==> config.mk <==
export PLATFORM = sky130hd
export DESIGN_NAME = path_reader
export DESIGN_NICKNAME = d
export VERILOG_FILES = /design/src/rtl/path_reader.sv
export SDC_FILE = /design/constraint.sdc
export NUM_CORES = 1
export LEC_CHECK = 0
export CAP_MARGIN = 10
export CORE_UTILIZATION = 62
export DETAILED_ROUTE_END_ITERATION = 12
export HOLD_SLACK_MARGIN = 0.1
export PLACE_DENSITY = 0.86
export SKIP_LAST_GASP = 1
export SYNTH_ARGS = -nofsm -noshare
export SYNTH_HDL_FRONTEND = slang
export SYNTH_SLANG_ARGS = --single-unit
==> constraint.sdc <==
create_clock -name clk -period 2.7 [get_ports clk]
set_input_delay 0.675 -clock clk [delete_from_list [all_inputs] [get_ports clk]]
set_output_delay 0.675 -clock clk [all_outputs]
set_load 0.01 [all_outputs]
==> src/rtl/path_reader.sv <==
// Drains an attached LIFO into a local buffer, then replays the captured entries
// in push order over a valid/ready stream, flagging the final entry with out_last.
module path_reader #(
    parameter int unsigned W     = 8,
    parameter int unsigned DEPTH = 64,
    localparam int unsigned CW   = $clog2(DEPTH) + 1,
    localparam int unsigned AW   = (DEPTH > 1) ? $clog2(DEPTH) : 1
) (
    input  logic          clk,
    input  logic          rst,
    input  logic          start,
    input  logic          stk_nonempty,
    input  logic [W-1:0]  stk_data,
    output logic          stk_pop,
    output logic [W-1:0]  out_data,
    output logic          out_valid,
    input  logic          out_ready,
    output logic          out_last,
    output logic          busy,
    output logic          done,
    output logic          overflow,
    output logic [CW-1:0] count
);

    typedef enum logic [2:0] {StIdle, StPop, StCapt, StEmit, StDone} state_e;

    localparam logic [CW-1:0] LastCnt = CW'(DEPTH - 1);

    state_e        state_q, state_d;
    logic [CW-1:0] count_q, count_d;
    logic [AW-1:0] idx_q, idx_d;
    logic          ovf_q, ovf_d;
    logic [W-1:0]  buf_q [DEPTH];

    always_ff @(posedge clk or posedge rst) begin
        if (rst) begin
            state_q <= StIdle;
            count_q <= '0;
            idx_q   <= '0;
            ovf_q   <= 1'b0;
        end else begin
            state_q <= state_d;
            count_q <= count_d;
            idx_q   <= idx_d;
            ovf_q   <= ovf_d;
        end
    end

    // Buffer has no reset: out_valid is tied to state, so stale entries never escape.
    always_ff @(posedge clk) begin
        if (state_q == StCapt) begin
            buf_q[count_q[AW-1:0]] <= stk_data;
        end
    end

    always_comb begin
        state_d   = state_q;
        count_d   = count_q;
        idx_d     = idx_q;
        ovf_d     = ovf_q;
        stk_pop   = 1'b0;
        out_valid = 1'b0;
        out_last  = 1'b0;
        done      = 1'b0;
        unique case (state_q)
            StIdle: begin
                if (start) begin
                    count_d = '0;
                    ovf_d   = 1'b0;
                    state_d = stk_nonempty ? StPop : StDone;
                end
            end
            StPop: begin
                stk_pop = 1'b1;
                state_d = StCapt;
            end
            StCapt: begin
                count_d = count_q + CW'(1);
                // Replay starts at the oldest captured entry, i.e. the last one popped.
                idx_d   = count_q[AW-1:0];
                if (!stk_nonempty) begin
                    state_d = StEmit;
                end else if (count_q < LastCnt) begin
                    state_d = StPop;
                end else begin
                    state_d = StEmit;
                    ovf_d   = 1'b1;
                end
            end
            StEmit: begin
                out_valid = 1'b1;
                out_last  = (idx_q == '0);
                if (out_ready) begin
                    if (idx_q == '0) begin
                        state_d = StDone;
                    end else begin
                        idx_d = idx_q - AW'(1);
                    end
                end
            end
            StDone: begin
                done    = 1'b1;
                state_d = StIdle;
            end
            default: state_d = StIdle;
        endcase
    end

    assign out_data = buf_q[idx_q];
    assign busy     = (state_q != StIdle);
    assign overflow = ovf_q;
    assign count    = count_q;

endmodule

==> results.json <==
{
  "p_int_mw": 17.3,
  "yosys-top-cells-count": "512 x edfxtp_1, 112 x mux4_2, 73 x nor2_1",
  "cpMostUsedCell": "buf_6",
  "gp_congestion": 0.862,
  "synth_edf_count": 512,
  "cts_tree": "done",
  "layout.cells.non_filler": 1749,
  "cp_data_arrival_time_ps": 2940,
  "hold_path_class": "reg -> reg",
  "via_per_inst": 7.09,
  "synth_area_per_cell_um2": 19.9,
  "drt_first_pass_iters": 6,
  "die_w_um": 185,
  "drt_iter0_drc": 2092,
  "yosysSeqAreaShare_pct": 75.7,
  "synthToLayoutAreaGrowth_pct": 21.1,
  "power.density_nw_per_um2": 990,
  "cts_buffer_depth": 3,
  "worstMarginPinSlew_ps": 840,
  "syn-num-nets": 1065,
  "r2r_start": "idx_q[0]",
  "synthTopCellsByArea": "edfxtp_1 74%, mux4_2 12%, mux2i_1 2.3%",
  "seqCellArea_um2": 15800,
  "grt.total_usage_pct": 35.1,
  "crit_required_ps": 2030,
  "fp.dieH_um": 185,
  "net-switching-power_mw": 7.77,
  "ctsHoldBuffers": 0,
  "end_kind": "output port",
  "cts_buffers": 50,
  "ant_nets": 0,
  "clock-sinks": 529,
  "drv_slew": 0,
  "p_leak_nw": 8.40,
  "pwr-share-seq_pct": 37.3,
  "maxCapViolCount": 0,
  "numPortBuffers": 33,
  "synth-main-ff-cell": "edfxtp_1",
  "hold_path_depth": 1,
  "cts_root_buf": "clkbuf_16",
  "drive_above_1_share_pct": 35.7,
  "max-vdd-ir-drop_uv": 637,
  "core_region_area_um2": 32900,
  "gr-total-overflow": 0,
  "row_count": 66,
  "combPwrFrac_pct": 33.4,
  "crit_chain": "buf_6 -> buf_6 -> buf_16 -> mux4_2 -> o21ai_1 -> o221ai_1 -> a22o_1 -> buf_2",
  "post-place-ws_ps": -625,
  "antenna_found_initial": 0,
  "swShare_pct": 31.0,
  "netlist_instances": 1049,
  "fin_crit_sh_pct": 134,
  "die_area_um2": 34400,
  "wire_per_inst_um": 33.7,
  "layout_setup_ws_ps": -912,
  "nets": 1285,
  "min_period_ps": 3610,
  "violations": "negative setup slack",
  "start_kind": "flip-flop",
  "dpl.cell_count": 1628,
  "cp_max_fo": 8,
  "r2r_end": "idx_q[3]",
  "holdWs_ps": 523,
  "clock_latency_ps": 600,
  "status": "complete, but fails checks",
  "synth_top_area_share_pct": 73.7,
  "grt_first_pass_wirelength_um": 83900,
  "multi_input_area_um2": 4970,
  "start_util_pct": 63.5,
  "clockPowerShare_pct": 29.2,
  "hold_violations": 0,
  "path_clk_slew_ps": 70,
  "relSlewSlack_pct": 44.0,
  "crit_slowest_cell": "mux4_2",
  "critPathKind": "reg -> out",
  "drt_wl_total_um": 58900,
  "htreeDepth": 2,
  "grt_max_degree": 65,
  "io_pins": 34,
  "min_to": "overflow",
  "fin_skew_ps": 27.3,
  "synth_most_common_cell": "edfxtp_1",
  "dp_hpwl_um": 31400,
  "rsz0062_at_grt": "true",
  "setup_violations": 9,
  "fill_cells": 1615,
  "num_vias": 12401,
  "netlist_area_um2": 20900,
  "fmax_mhz": 277,
  "drc": 0,
  "insertedDiodeCount": 0,
  "rr_worst_depth": 9,
  "ys_async_sr_fraction_pct": 3.21,
  "ys_types": 50,
  "cp_slowest_stage_delay_ps": 550,
  "yosysTopAreaCell": "edfxtp_1",
  "hold_start": "overflow",
  "ys_ff_latch": 529,
  "ys_warn_count": 0,
  "r2r_setup_slack_ps": 70,
  "grt_pass1_vias": 12663
}
## flip-flops by register name (all words and copies together) (netlist names)
register,count
buf_q,512
count,7
idx_q,6
state_q,3
overflow,1
## through the flow
step	util (%)	TNS (ps)	cell area, um2	power (mW)
finish	76.9	-6930	25300	25.0
global route	76.9	-7160	25300	25.6
CTS	76.6	-6320	25200	24.4
detailed placement	69.6	-4730	22900	16.3
global placement	69.6	-4420	22900	16.1
floorplan	-	0	20900	13.4
## per-layer routing
layer  routed length (um)  share of wire, %  global-route usage [%]  vias to the layer above
li1                     -                 -                       -                     4777
met1                19100                32                    44.6                     6093
met2                28100                48                    56.4                     1207
met3                 7590                13                    8.22                      324
met4                 4060               6.9                    19.4                        0
met5                    0                 0                       0                        -
## what timing repair did
action / CTS / global route
resized for setup: 118 / 17
hold endpoints to repair: 0 / 0
cloned: 6 / 1
pin swaps: 34 / 8
buffers inserted: 23 / 3
endpoints found under the setup margin: 16 / 27
## layout by cell type, fill, tap and decap left out, types with 5 or more instances in the layout
cell type / n
buf_16: 8
a221oi_2: 5
dfrtp_1: 11
inv_1: 5
a22o_1: 12
a221oi_1: 12
buf_2: 16
bufinv_16: 8
mux4_2: 112
o22ai_1: 5
clkinv_2: 11
nor3_1: 9
a21oi_1: 13
mux2i_2: 6
a31oi_1: 5
o21ai_0: 16
buf_6: 8
nand3_2: 5
clkbuf_1: 6
nor2_1: 72
clkinv_1: 12
nor2b_1: 5
buf_12: 25
clkdlybuf4s50_1: 15
nand3_1: 9
o21ai_1: 12
nand2_1: 25
a22oi_2: 12
a211oi_1: 5
edfxtp_1: 512
mux2i_1: 41
buf_4: 149
clkbuf_16: 51
## logic make-up after synthesis
kind of cell	synth area share, %
mux	14.6
compound gates	4.17
simple gates	3.50
flops	75.7
fa+ha+maj	0.180
buf+inv	1.85
## how the worst max path moves through the flow
stage / cells after the start / start / end / slack, ps
after detailed placement: 6 / idx_q[0] / out_data[2] / -620
after CTS: 8 / idx_q[0] / out_data[5] / -780
after floorplan: 7 / idx_q[1] / out_data[2] / 240
after global routing: 8 / idx_q[0] / out_data[6] / -900
after global placement: 6 / idx_q[0] / out_data[5] / -630
final: 8 / idx_q[0] / out_data[6] / -910
## worst max-delay path, delay by kind of cell, from the launching register on
kind                   cells  cell delay (ps)
buffers and inverters      4              600
AO/OA/AOI/OAI              3              730
multiplexers               1              550
flip-flops                 1              450
## layout make-up
| cell class | instances | share of cell area [%] |
|---|---|---|
| tap | 442 | 2.19 |
| timing repair buffer | 225 | 8.77 |
| clock inverter | 34 | 1.59 |
| clock buffer | 56 | 5.04 |
| inverter | 11 | 0.208 |
| multi-input combinational | 452 | 19.7 |
| sequential | 529 | 62.5 |
## power groups by stage
stage	Clock, mW	Sequential [mW]	Combinational, mW
global placement	0	9.51	6.58
floorplan	0	9.43	3.95
CTS	7.23	9.33	7.80
finish	7.32	9.35	8.37
detailed placement	0	9.52	6.76
global route	7.61	9.35	8.59
No activity file was read; power rests on OpenSTA's default activity.
